==> src/rtl/skinny_pkg.sv <==
// ---------------------------------------------------------------------------
// skinny_pkg
//
// Shared constants and types for the SKINNY-64 S-box layer.
//
// Contents:
//   sbox_layer_state_t  control state of the S-box layer (IDLE, BUSY, DONE)
//   SKINNY_SBOX4        forward 4-bit S-box, indexed by the input nibble
//   SKINNY_SBOX4_INV    inverse 4-bit S-box, indexed by the input nibble
//   skinny_sbox4()      single-nibble lookup with forward/inverse select
// ---------------------------------------------------------------------------
package skinny_pkg;

    // IDLE: waiting for a state, BUSY: substituting one group of lanes per
    // cycle, DONE: presenting the finished state until the consumer takes it.
    typedef enum logic [1:0] {
        IDLE = 2'd0,
        BUSY = 2'd1,
        DONE = 2'd2
    } sbox_layer_state_t;

    // Element x holds S(x).
    localparam logic [3:0] SKINNY_SBOX4 [16] = '{
        4'hC, 4'h6, 4'h9, 4'h0, 4'h1, 4'hA, 4'h2, 4'hB,
        4'h3, 4'h8, 4'h5, 4'hD, 4'h4, 4'hE, 4'h7, 4'hF
    };

    // Element x holds S^-1(x).
    localparam logic [3:0] SKINNY_SBOX4_INV [16] = '{
        4'h3, 4'h4, 4'h6, 4'h8, 4'hC, 4'hA, 4'h1, 4'hE,
        4'h9, 4'h2, 4'h5, 4'h7, 4'h0, 4'hB, 4'hD, 4'hF
    };

    // Single-nibble substitution; inv selects the inverse table.
    function automatic logic [3:0] skinny_sbox4(input logic [3:0] x, input logic inv);
        return inv ? SKINNY_SBOX4_INV[x] : SKINNY_SBOX4[x];
    endfunction

endpackage

==> src/rtl/skinny_sbox4_lut.sv <==
// ---------------------------------------------------------------------------
// skinny_sbox4_lut
//
// Purely combinational 4-bit SKINNY S-box with forward/inverse select.
// Deliberately holds no state so that a masked implementation can be dropped
// in as a replacement without touching the surrounding control logic.
//
// Ports:
//   x    in   4   input nibble
//   inv  in   1   0 = forward S-box, 1 = inverse S-box
//   y    out  4   substituted nibble
// ---------------------------------------------------------------------------
module skinny_sbox4_lut
    import skinny_pkg::*;
(
    input  logic [3:0] x,
    input  logic       inv,
    output logic [3:0] y
);

    assign y = skinny_sbox4(x, inv);

endmodule

==> src/rtl/skinny_sbox_layer.sv <==
// ---------------------------------------------------------------------------
// skinny_sbox_layer
//
// SKINNY-64 S-box layer. Applies the 4-bit S-box (or its inverse) to every
// nibble of a NIBBLES*4-bit state, LANES nibbles per clock, so one state takes
// NIBBLES/LANES cycles. A smaller LANES means fewer S-box instances at the
// cost of latency, which is what makes masked variants affordable.
//
// The state is held in a rotating register. Each busy cycle the low LANES
// nibbles go through the S-boxes, and the results are written into the top
// LANES nibble positions while everything else shifts down by LANES nibbles.
// After NIBBLES/LANES beats every nibble is back in its original position.
//
// Parameters:
//   NIBBLES    state width in nibbles (state = 4*NIBBLES bits)
//   LANES      S-box instances / nibbles substituted per cycle
//              (NIBBLES must be a multiple of LANES)
//
// Ports:
//   clk        in   1           clock, rising edge
//   rst        in   1           asynchronous, active-high reset
//   in_state   in   4*NIBBLES   input state, nibble i = bits [4i+3:4i]
//   in_inv     in   1           0 = forward, 1 = inverse; sampled at accept
//   in_valid   in   1           input state valid
//   in_ready   out  1           block can accept a state
//   out_state  out  4*NIBBLES   substituted state, zero unless out_valid
//   out_valid  out  1           out_state valid
//   out_ready  in   1           consumer accepts out_state
// ---------------------------------------------------------------------------
module skinny_sbox_layer
    import skinny_pkg::*;
#(
    parameter int NIBBLES = 16,
    parameter int LANES   = 4
) (
    input  logic                 clk,
    input  logic                 rst,
    input  logic [4*NIBBLES-1:0] in_state,
    input  logic                 in_inv,
    input  logic                 in_valid,
    output logic                 in_ready,
    output logic [4*NIBBLES-1:0] out_state,
    output logic                 out_valid,
    input  logic                 out_ready
);

    localparam int W     = 4 * NIBBLES;
    localparam int LW    = 4 * LANES;
    localparam int BEATS = NIBBLES / LANES;
    localparam int CW    = (BEATS > 1) ? $clog2(BEATS) : 1;

    // The rotation only returns every nibble home if the lanes tile the
    // state exactly, so reject any other configuration at elaboration.
    generate
        if ((LANES < 1) || (NIBBLES < 1) || (NIBBLES % LANES != 0)) begin : g_bad_config
            $error("skinny_sbox_layer: NIBBLES must be a positive multiple of LANES");
        end
    endgenerate

    sbox_layer_state_t state_q;
    sbox_layer_state_t state_d;

    logic [CW-1:0] cnt_q;
    logic [W-1:0]  data_q;
    logic          inv_q;

    logic [LW-1:0] sub_out;
    logic [W-1:0]  rotated;
    logic          accept;
    logic          last_beat;

    assign accept    = in_valid & in_ready;
    assign last_beat = (cnt_q == CW'(BEATS - 1));

    // One S-box per lane, always looking at the lowest LANES nibbles of the
    // working register. The mode comes from the register latched at accept,
    // so in_inv can change freely while a state is in flight.
    generate
        for (genvar g = 0; g < LANES; g++) begin : g_lane
            skinny_sbox4_lut u_lut (
                .x   (data_q[4*g +: 4]),
                .inv (inv_q),
                .y   (sub_out[4*g +: 4])
            );
        end
    endgenerate

    // Next value of the working register during a beat: substituted nibbles
    // enter at the top, the rest move down by LANES nibbles. With a fully
    // parallel layer there is nothing to rotate, the result is just sub_out.
    generate
        if (LANES == NIBBLES) begin : g_parallel
            assign rotated = sub_out;
        end else begin : g_serial
            assign rotated = {sub_out, data_q[W-1:LW]};
        end
    endgenerate

    // State register. Reset is asynchronous so an abort in the middle of a
    // state drops it immediately rather than on the next edge.
    always_ff @(posedge clk or posedge rst) begin
        if (rst) begin
            state_q <= IDLE;
        end else begin
            state_q <= state_d;
        end
    end

    // Next-state logic. A new state may be accepted in the same cycle the
    // previous result is taken, so DONE can go straight back to BUSY.
    always_comb begin
        state_d = state_q;
        unique case (state_q)
            IDLE: begin
                if (accept) begin
                    state_d = BUSY;
                end
            end
            BUSY: begin
                if (last_beat) begin
                    state_d = DONE;
                end
            end
            DONE: begin
                if (out_ready) begin
                    state_d = accept ? BUSY : IDLE;
                end
            end
            default: begin
                state_d = IDLE;
            end
        endcase
    end

    // Output logic. in_ready looks through to out_ready in DONE so a
    // back-to-back stream has no idle bubble between states. The working
    // register is only shown in DONE; the half-rotated state never leaks.
    always_comb begin
        in_ready  = 1'b0;
        out_valid = 1'b0;
        out_state = '0;
        unique case (state_q)
            IDLE: begin
                in_ready = 1'b1;
            end
            BUSY: begin
                in_ready = 1'b0;
            end
            DONE: begin
                in_ready  = out_ready;
                out_valid = 1'b1;
                out_state = data_q;
            end
            default: begin
                in_ready = 1'b0;
            end
        endcase
    end

    // Datapath: load on accept, otherwise rotate-and-substitute once per
    // busy cycle. The beat counter wraps harmlessly after the last beat
    // because it is cleared again on the next accept.
    always_ff @(posedge clk or posedge rst) begin
        if (rst) begin
            data_q <= '0;
            inv_q  <= 1'b0;
            cnt_q  <= '0;
        end else if (accept) begin
            data_q <= in_state;
            inv_q  <= in_inv;
            cnt_q  <= '0;
        end else if (state_q == BUSY) begin
            data_q <= rotated;
            cnt_q  <= cnt_q + CW'(1);
        end
    end

endmodule
==> config.mk <==
export PLATFORM = sky130hd
export DESIGN_NAME = skinny_sbox_layer
export DESIGN_NICKNAME = d
export VERILOG_FILES = /design/src/rtl/skinny_pkg.sv /design/src/rtl/skinny_sbox4_lut.sv /design/src/rtl/skinny_sbox_layer.sv
export SDC_FILE = /design/constraint.sdc
export NUM_CORES = 1
export LEC_CHECK = 0
export BUFFER_PORTS_ARGS = -buffer_cell sky130_fd_sc_hd__buf_2
export CORE_ASPECT_RATIO = 1.2
export CORE_MARGIN = 2
export CORE_UTILIZATION = 56
export CTS_CLUSTER_SIZE = 28
export DETAILED_ROUTE_END_ITERATION = 6
export GPL_TIMING_DRIVEN = 0
export PLACE_DENSITY = 0.83
export SYNTH_ARGS = -nofsm -noshare
export SYNTH_HDL_FRONTEND = slang
export SYNTH_SLANG_ARGS = --single-unit
==> constraint.sdc <==
create_clock -name clk -period 4.1 [get_ports clk]
set_input_delay 0.82 -clock clk [delete_from_list [all_inputs] [get_ports clk]]
set_output_delay 0.82 -clock clk [all_outputs]
set_load 0.01 [all_outputs]
==> results of run 1 <==
==> where the power goes <==
group	switching (mW)	internal, mW	total (mW)
registers	0.364	1.03	1.39
clock network	0.290	0.224	0.514
logic	1.39	1.04	2.43
total	2.04	2.29	4.33
==> cell families after synthesis <==
family          count (synthesis)  share of synthesized area, %
simple gates                  151                          18.7
buf+inv                       105                          9.28
mux                            13                          4.05
fa+ha+maj                      17                          4.75
compound gates                137                          23.9
xor+xnor                        4                         0.782
flops                          69                          38.6
==> cell type report <==
type	instances	area, µm²	share of cell area, %
Clock buffer	10	128	2.34
Tap cell	92	115	2.11
Buffer	47	198	3.63
Clock inverter	6	48.8	0.897
Timing Repair Buffer	134	671	12.3
Multi-Input combinational cell	322	2340	42.9
Sequential cell	69	1730	31.7
Inverter	58	220	4.05
==> state kept, by name, summed over array words and instances, names as in the netlist <==
| signal | cells |
|---|---|
| inv_q | 1 |
| cnt_q | 2 |
| data_q | 64 |
| state_q | 2 |
==> stage by stage <==
step / cells / area (µm²) / setup slack, ns / power (mW) / util (%)
2_1_floorplan: 496 / 4480 / 1.54 / 3.03 / -
3_3_place_gp: 722 / 5260 / 0.705 / 3.64 / 68.3
3_5_place_dp: 722 / 5270 / 1.50 / 3.75 / 68.3
4_1_cts: 738 / 5440 / 1.13 / 4.27 / 70.6
5_1_grt: 738 / 5440 / 0.861 / 4.64 / 70.6
6_report: 738 / 5440 / 1.06 / 4.33 / 70.6
==> synth_stat cells, types with 2 or more instances <==
cell / instances / area share, %
mux2i_1: 8 / 1.8
buf_2: 14 / 1.6
o21ai_1: 2 / 0.22
a2bb2oi_1: 5 / 0.98
nand2_1: 25 / 2.1
o22ai_1: 2 / 0.28
xnor2_1: 4 / 0.78
nor2b_1: 11 / 1.5
nor2_1: 20 / 1.7
o21bai_1: 2 / 0.34
clkbuf_1: 31 / 2.6
and2_1: 67 / 9.4
ha_1: 17 / 4.7
and3b_1: 3 / 0.59
mux4_2: 4 / 2.0
nand3_1: 5 / 0.56
a22oi_1: 3 / 0.50
o221a_2: 2 / 0.50
inv_1: 58 / 4.9
o21ai_0: 18 / 2.0
nand2b_1: 14 / 2.0
a311oi_1: 4 / 0.78
a222oi_1: 45 / 10
a21oi_1: 22 / 2.5
o2111ai_1: 4 / 0.78
a22o_1: 5 / 0.98
o211ai_1: 2 / 0.34
dfrtp_1: 69 / 39
o31ai_1: 4 / 0.67
a31oi_1: 9 / 1.3
==> worst max path at each step <==
| stage | from | endpoint | slack (ns) | cells after the start |
|---|---|---|---|---|
| floorplan | rst | cnt_q[0]$_DFFE_PP0P_ | 1.54 | 1 |
| global placement | rst | inv_q$_DFFE_PP0P_ | 0.71 | 2 |
| detailed placement | state_q[1]$_DFFE_PP0P_ | out_state[49] | 1.50 | 5 |
| CTS | state_q[1]$_DFFE_PP0P_ | out_state[49] | 1.13 | 5 |
| global route | state_q[1]$_DFFE_PP0P_ | out_state[50] | 0.86 | 5 |
| finish | state_q[1]$_DFFE_PP0P_ | out_state[50] | 1.06 | 5 |
==> metal layers <==
layer,global-route usage (%),vias up,routed length [µm]
li1,-,2071,-
met3,4.44,45,1290
met5,0,-,0
met4,12.0,0,336
met1,44.7,2225,5730
met2,57.0,288,7180
==> run_results.csv, run 1 <==
group,metric,value,unit
outcome,outcome,"finished with violations",
outcome,violations,"DRC",
logic_synthesis,avgSynthCellArea,9.03,µm²
routing,ant_nets,0,
critical_path,cp-end-kind,"primary output",
critical_path,critPathLaunchType,"flop",
logic_synthesis,ys_ff_latch,69,
clocking,cts_tree,"built",
clocking,clock-sinks,69,
min_path,worstHoldPathCells,1,
placement,portBuffers,134,
clocking,clk_path_buf_depth,2,
routing,drc,34,
critical_path,path_buf_inv,3,
min_path,holdCritPathClass,"flop to flop",
timing,slew_headroom,42.8,%
power,power_density,796,nW/µm²
clocking,hold_buffers,0,
final_layout,drive_above_1_share,27.1,%
logic_synthesis,synth_flop_cell,"dfrtp_1",
timing,hold_violations,0,
final_layout,fill_cells,653,
global_routing,grt_pass1_vias,4433,
global_routing,grt_max_degree,70,
critical_path,cp_top_family,"buffers and inverters",
routing,drt-wirelength-per-cell,19.7,µm
routing,via_count,4629,
critical_path,reg2regPathDepth,7,
clocking,h-tree-depth,3,
timing,timing.fmax,329,MHz
timing,fin_worst_skew,0.0104,ns
job,max_cap_violations,0,
logic_synthesis,syn_nets,582,
timing,rsz0062_at_grt,"no",
logic_synthesis,synth_edf_count,0,
timing,period_share,74.2,%
die,die_y,102,µm
die,core_region_area,7710,µm²
clocking,clk_latency,0.34,ns
min_path,whs_endpoint,"cnt_q[0]$_DFFE_PP0P_",
timing,period_minus_slack,3.04,ns
routing,viasPerCell,6.27,
final_layout,area_delta_synth_final,21.5,%
clocking,root_buffer,"clkbuf_8",
final_layout,final_cell_mix,"buf_2, dfrtp_1, and2_1, inv_1, a222oi_1",
logic_synthesis,yosysUniqueCellTypes,47,
routing,dr.pass1.iters,7,
critical_path,r2r_slack,2.08,ns
die,num_rows,35,
power,leakage,2.86,nW
placement,gp_congestion,0.874,
logic_synthesis,yosys_warnings,0,
clocking,clk_pin_slew,0.08,ns
placement,dp_hpwl,10.6,mm
timing,setup_violations,0,
logic_synthesis,synthArstFlopShare,100,%
timing,tns,0,ns
timing,drv_slew,0,
die,dieArea,8730,µm²
final_layout,nets,727,
die,die_x,85.6,µm
routing,drt-initial-drc-count,615,
critical_path,path_class,"flop to primary output",
timing,holdWs,0.498,ns
critical_path,crit_top_cell,"clkbuf_1",
die,start_util,58.1,%
global_routing,antenna_found_initial,0,
final_layout,layout_commonest_cell,"buf_2",
global_routing,grt_usage,33.7,%
timing,tightest_slew,0.857,ns
critical_path,cp_max_fo,10,
logic_synthesis,netlist_instances,496,
global_routing,grt_pass1_wl,22.8,mm
clocking,post_cts_buffers,0,
power,ir_drop,0.000438,V
critical_path,required,3.28,ns
critical_path,crit_arrival,2.22,ns
logic_synthesis,ys_seq_area_share,38.6,%
min_path,worstHoldStart,"cnt_q[0]$_DFFE_PP0P_",
logic_synthesis,syn-cell-area,4480,µm²
global_routing,grt_overflow,0,
final_layout,antennaDiodeCount,0,
critical_path,r2r_end,"data_q[52]$_DFFE_PP0P_",
critical_path,crit_chain,"nor2b_1 -> clkbuf_1 -> clkbuf_1 -> and2_1 -> buf_2",
critical_path,crit_path_max_incr_delay,0.48,ns
routing,drt_wl_total,14.5,mm
clocking,cts_resized,0,
clocking,cts_buffers,9,
critical_path,crit_slowest_cell,"dfrtp_1",
critical_path,r2r-start,"data_q[5]$_DFFE_PP0P_",
die,ioPinCount,135,
No activity file was read; power rests on OpenSTA's default activity.
==> run 2: changes to the inputs <==
--- a/config.mk
+++ b/config.mk
@@ -8,11 +8,11 @@
 export BUFFER_PORTS_ARGS = -buffer_cell sky130_fd_sc_hd__buf_2
 export CORE_ASPECT_RATIO = 1.2
 export CORE_MARGIN = 2
-export CORE_UTILIZATION = 56
+export CORE_UTILIZATION = 52
 export CTS_CLUSTER_SIZE = 28
 export DETAILED_ROUTE_END_ITERATION = 6
 export GPL_TIMING_DRIVEN = 0
-export PLACE_DENSITY = 0.83
+export PLACE_DENSITY = 0.78
 export SYNTH_ARGS = -nofsm -noshare
 export SYNTH_HDL_FRONTEND = slang
 export SYNTH_SLANG_ARGS = --single-unit
==> constraint.sdc (replaced) <==
create_clock -name clk -period 2.8 [get_ports clk]
set_input_delay 0.56 -clock clk [delete_from_list [all_inputs] [get_ports clk]]
set_output_delay 0.56 -clock clk [all_outputs]
set_load 0.01 [all_outputs]
==> run_results.csv, run 2 (synthesis gave the netlist of run 1 again) <==
group,metric,value,unit
die,dieArea,9370,µm²
routing,via_count,4609,
timing,rsz0062_at_grt,"no",
final_layout,drive_above_1_share,27.9,%
critical_path,crit_chain,"nor2b_1 -> clkbuf_2 -> clkbuf_1 -> and2_1 -> buf_2",
final_layout,antennaDiodeCount,0,
critical_path,cp_top_family,"buffers and inverters",
clocking,clk_pin_slew,0.09,ns
clocking,cts_buffers,9,
power,leakage,2.89,nW
routing,drc,20,
routing,viasPerCell,6.04,
routing,dr.pass1.iters,7,
timing,period_share,92.7,%
clocking,clk_path_buf_depth,2,
critical_path,crit_start,"state_q[1]$_DFFE_PP0P_",
power,ir_drop,0.000626,V
timing,tns,0,ns
job,max_cap_violations,0,
critical_path,required,2.24,ns
final_layout,fill_cells,712,
global_routing,grt_overflow,0,
final_layout,largest_reg_flops,64,
die,die_y,106,µm
routing,drt-wirelength-per-cell,19.3,µm
timing,slew_headroom,42.3,%
placement,gp_congestion,0.943,
global_routing,grt_pass1_wl,22.9,mm
clocking,cts_tree,"built",
timing,fin_worst_skew,0.0128,ns
timing,timing.fmax,385,MHz
timing,setup_violations,0,
critical_path,path_class,"flop to primary output",
clocking,h-tree-depth,3,
timing,tightest_slew,0.865,ns
clocking,post_cts_buffers,0,
critical_path,crit_path_max_incr_delay,0.52,ns
global_routing,grt_pass1_vias,4465,
critical_path,crit_arrival,2.04,ns
final_layout,layout_commonest_cell,"buf_2",
global_routing,grt_max_degree,70,
min_path,holdCritPathClass,"input pin to asynchronous set/reset pin",
power,power_density,1180,nW/µm²
global_routing,antenna_found_initial,0,
die,num_rows,37,
critical_path,cp-end-kind,"primary output",
timing,drv_slew,0,
critical_path,critPathLaunchType,"flop",
critical_path,crit_slowest_cell,"dfrtp_1",
clocking,clk_latency,0.36,ns
routing,drt-initial-drc-count,580,
final_layout,final_cell_mix,"buf_2, dfrtp_1, and2_1, inv_1, a222oi_1",
timing,hold_violations,0,
final_layout,reg.largest.list,"data_q: 64 flops, cnt_q: 2 flops, state_q: 2 flops",
routing,drt_wl_total,14.7,mm
outcome,violations,"DRC",
clocking,root_buffer,"clkbuf_8",
power,power.total,6.50,mW
final_layout,nets,727,
outcome,outcome,"finished with violations",
placement,dp_hpwl,10.7,mm
timing,period_minus_slack,2.60,ns
critical_path,path_buf_inv,3,
clocking,clock-sinks,69,
critical_path,r2r-start,"state_q[0]$_DFFE_PP0P_",
final_layout,largest-register,"data_q",
die,core_region_area,8470,µm²
final_layout,area_delta_synth_final,23.1,%
die,ioPinCount,135,
die,die_x,88.7,µm
critical_path,cp_max_fo,10,
die,start_util,52.9,%
placement,portBuffers,134,
global_routing,grt_usage,31.9,%
routing,ant_nets,0,
-- run 2: area by class of cell --
type | instances | area [µm²] | area share (%)
Sequential cell | 69 | 1730 | 31.3
Clock buffer | 10 | 138 | 2.50
Timing Repair Buffer | 134 | 671 | 12.2
Multi-Input combinational cell | 322 | 2340 | 42.4
Inverter | 58 | 220 | 4.00
Clock inverter | 6 | 70.1 | 1.27
Buffer | 47 | 203 | 3.68
Tap cell | 117 | 146 | 2.66
-- run 2: repair_timing --
action,in CTS,in global routing
endpoints found under the setup margin,0,32
hold buffers,0,0
endpoints found under the hold margin,0,0
resized for setup,0,8
-- run 2: metrics by stage --
stage / hold slack [ns] / instance area [µm²] / setup WS (ns) / utilization, % / cells
detailed placement: 0.485 / 5300 / 0.451 / 62.5 / 747
global route: 0.418 / 5510 / 0.142 / 65.0 / 763
CTS: 0.415 / 5510 / 0.0492 / 65.0 / 763
finish: 0.368 / 5510 / 0.204 / 65.0 / 763
floorplan: 0.454 / 4480 / 0.500 / - / 496
global placement: 0.471 / 5300 / -0.381 / 62.5 / 747
-- run 2: power breakdown --
group	switching, mW	total, mW	leakage (nW)	internal, mW
sequential	0.544	2.05	0.848	1.51
combinational	2.05	3.57	1.95	1.52
clock	0.436	0.876	0.0951	0.440
total	3.03	6.50	2.89	3.47
-- run 2: routing by layer --
| metal | up-vias | track usage, % | share of wire (%) | routed length [µm] |
|---|---|---|---|---|
| met1 | 2196 | 42.7 | 38 | 5640 |
| met2 | 304 | 50.0 | 49 | 7140 |
| met3 | 38 | 7.67 | 11 | 1590 |
| met4 | 0 | 11.3 | 2.4 | 346 |
| li1 | 2071 | - | - | - |
| met5 | - | 0 | 0 | 0 |
-- run 2: worst reg2reg max path: stages (launching register included) --
cell and delay (ns):
dfrtp_1 0.44, buf_2 0.21, o2bb2ai_2 0.50, clkbuf_1 0.61
a222oi_1 0.19, inv_1 0.09
-- run 2: worst paths after layout --
path,end,slack [ns],depth (start not counted)
setup / recovery,out_state[13],0.20,5
hold / removal,data_q[16]$_DFFE_PP0P_,0.37,2
setup reg to reg,data_q[20]$_DFFE_PP0P_,0.68,5
hold reg to reg,cnt_q[0]$_DFFE_PP0P_,0.51,1
max in group asynchronous,data_q[44]$_DFFE_PP0P_,1.84,2
min in group clk,inv_q$_DFFE_PP0P_,0.41,3
==> run 3: changes to the inputs <==
--- a/config.mk
+++ b/config.mk
@@ -7,7 +7,7 @@
 export LEC_CHECK = 0
 export BUFFER_PORTS_ARGS = -buffer_cell sky130_fd_sc_hd__buf_2
 export CORE_ASPECT_RATIO = 1.2
-export CORE_MARGIN = 2
+export CORE_MARGIN = 1.5
 export CORE_UTILIZATION = 52
 export CTS_CLUSTER_SIZE = 28
 export DETAILED_ROUTE_END_ITERATION = 6
==> run_results.csv, run 3 (synthesis gave the netlist of run 1 again) <==
group,metric,value,unit
critical_path,critPathLaunchType,"flop",
routing,ant_nets,0,
final_layout,fin_util,67.2,%
placement,portBuffers,134,
placement,dp_hpwl,10.6,mm
global_routing,antenna_found_initial,0,
routing,drt_wl_total,14.6,mm
final_layout,nets,727,
timing,period_share,91.0,%
die,start_util,54.3,%
critical_path,cp-end-kind,"primary output",
power,leakage,2.92,nW
final_layout,stdcell_count,760,
clocking,post_cts_buffers,0,
routing,dr.pass1.iters,7,
timing,drv_slew,0,
die,die_x,87.7,µm
placement,gp_congestion,0.922,
final_layout,reg.largest.list,"data_q: 64 flops, cnt_q: 2 flops, state_q: 2 flops",
global_routing,grt_overflow,0,
critical_path,reg2regPathDepth,5,
job,max_cap_violations,0,
clocking,hold_buffers,0,
final_layout,antennaDiodeCount,0,
final_layout,area_delta_synth_final,23.8,%
global_routing,grt_usage,32.6,%
clocking,clock-sinks,69,
critical_path,r2r_end,"data_q[20]$_DFFE_PP0P_",
placement,dp_slack,0.406,ns
critical_path,crit_slowest_cell,"dfrtp_1",
min_path,holdCritPathClass,"input pin to asynchronous set/reset pin",
timing,finalWorstSetupSlack,0.252,ns
routing,viasPerCell,6.14,
outcome,outcome,"finished with violations",
timing,holdWs,0.382,ns
global_routing,grt_max_degree,70,
global_routing,grt_pass1_wl,23.0,mm
final_layout,layout_commonest_cell,"buf_2",
critical_path,r2r-start,"state_q[0]$_DFFE_PP0P_",
die,die_y,105,µm
critical_path,crit_chain,"nor2b_1 -> clkbuf_2 -> clkbuf_1 -> and2_1 -> buf_2",
die,dieArea,9180,µm²
clocking,clk_pin_slew,0.07,ns
final_layout,largest_reg_flops,64,
critical_path,endpoint,"out_state[4]",
power,power_density,1190,nW/µm²
timing,period_minus_slack,2.55,ns
global_routing,grt_pass1_vias,4478,
critical_path,required,2.24,ns
clocking,cts_buffers,9,
placement,placed_cells,744,
outcome,violations,"DRC",
timing,tns,0,ns
timing,tightest_slew,0.859,ns
critical_path,crit_path_max_incr_delay,0.46,ns
power,ir_drop,0.000564,V
final_layout,final_cell_mix,"buf_2, dfrtp_1, and2_1, inv_1, a222oi_1",
critical_path,crit_arrival,1.99,ns
power,power.total,6.59,mW
clocking,cts_tree,"built",
timing,setup_violations,0,
critical_path,r2r_slack,0.80,ns
final_layout,final_area,5540,µm²
routing,via_count,4665,
clocking,clk_path_buf_depth,2,
die,ioPinCount,135,
die,core_region_area,8240,µm²
clocking,root_buffer,"clkbuf_8",
routing,drc,5,
timing,hold_violations,0,
critical_path,crit_start,"state_q[1]$_DFFE_PP0P_",
die,num_rows,36,
placement,place_area,5290,µm²
timing,slew_headroom,42.7,%
timing,rsz0062_at_grt,"no",
clocking,h-tree-depth,3,
clocking,clk_latency,0.35,ns
final_layout,largest-register,"data_q",
routing,drt-wirelength-per-cell,19.2,µm
critical_path,path_class,"flop to primary output",
final_layout,drive_above_1_share,27.9,%
critical_path,cp_max_fo,10,
routing,drt-initial-drc-count,605,
timing,timing.fmax,392,MHz
timing,fin_worst_skew,0.00579,ns
run 3: timing repair:
action                     CTS  global route
setup endpoints to repair    0            33
hold endpoints to repair     0             0
gates resized for setup      0             8
run 3: power by group:
part / leakage (nW) / switching (mW) / total, mW / internal, mW
combinational: 1.95 / 2.06 / 3.58 / 1.52
sequential: 0.848 / 0.526 / 2.03 / 1.51
clock: 0.126 / 0.377 / 0.974 / 0.598
run 3: critical path, delay by kind of cell, from the launching register on:
kind,cells,cell delay [ns]
buffers and inverters,3,0.76
DFF,1,0.46
and+or+nand+nor,2,0.41
run 3: routing by layer:
metal  share of wire (%)  GRT usage (%)
met5                   0              0
met4                 2.0           10.4
met3                  10           5.37
met2                  50           52.9
met1                  38           43.8
run 3: how the worst min path moves through the flow:
stage,from,to,slack (ns),cells past startpoint
2_1_floorplan,cnt_q[0]$_DFFE_PP0P_,cnt_q[0]$_DFFE_PP0P_,0.45,1
5_1_grt,in_inv,inv_q$_DFFE_PP0P_,0.43,3
4_1_cts,in_inv,inv_q$_DFFE_PP0P_,0.42,3
3_5_place_dp,cnt_q[0]$_DFFE_PP0P_,cnt_q[0]$_DFFE_PP0P_,0.48,1
6_report,rst,data_q[31]$_DFFE_PP0P_,0.38,2
3_3_place_gp,cnt_q[0]$_DFFE_PP0P_,cnt_q[0]$_DFFE_PP0P_,0.47,1
run 3: layout make-up:
class,instances,area (µm²)
timing repair buffer,134,671
buffer,47,203
tap,114,143
clock inverter,3,65.1
fill,679,2700
multi-input combinational,322,2340
sequential,69,1730
clock buffer,13,179
inverter,58,220
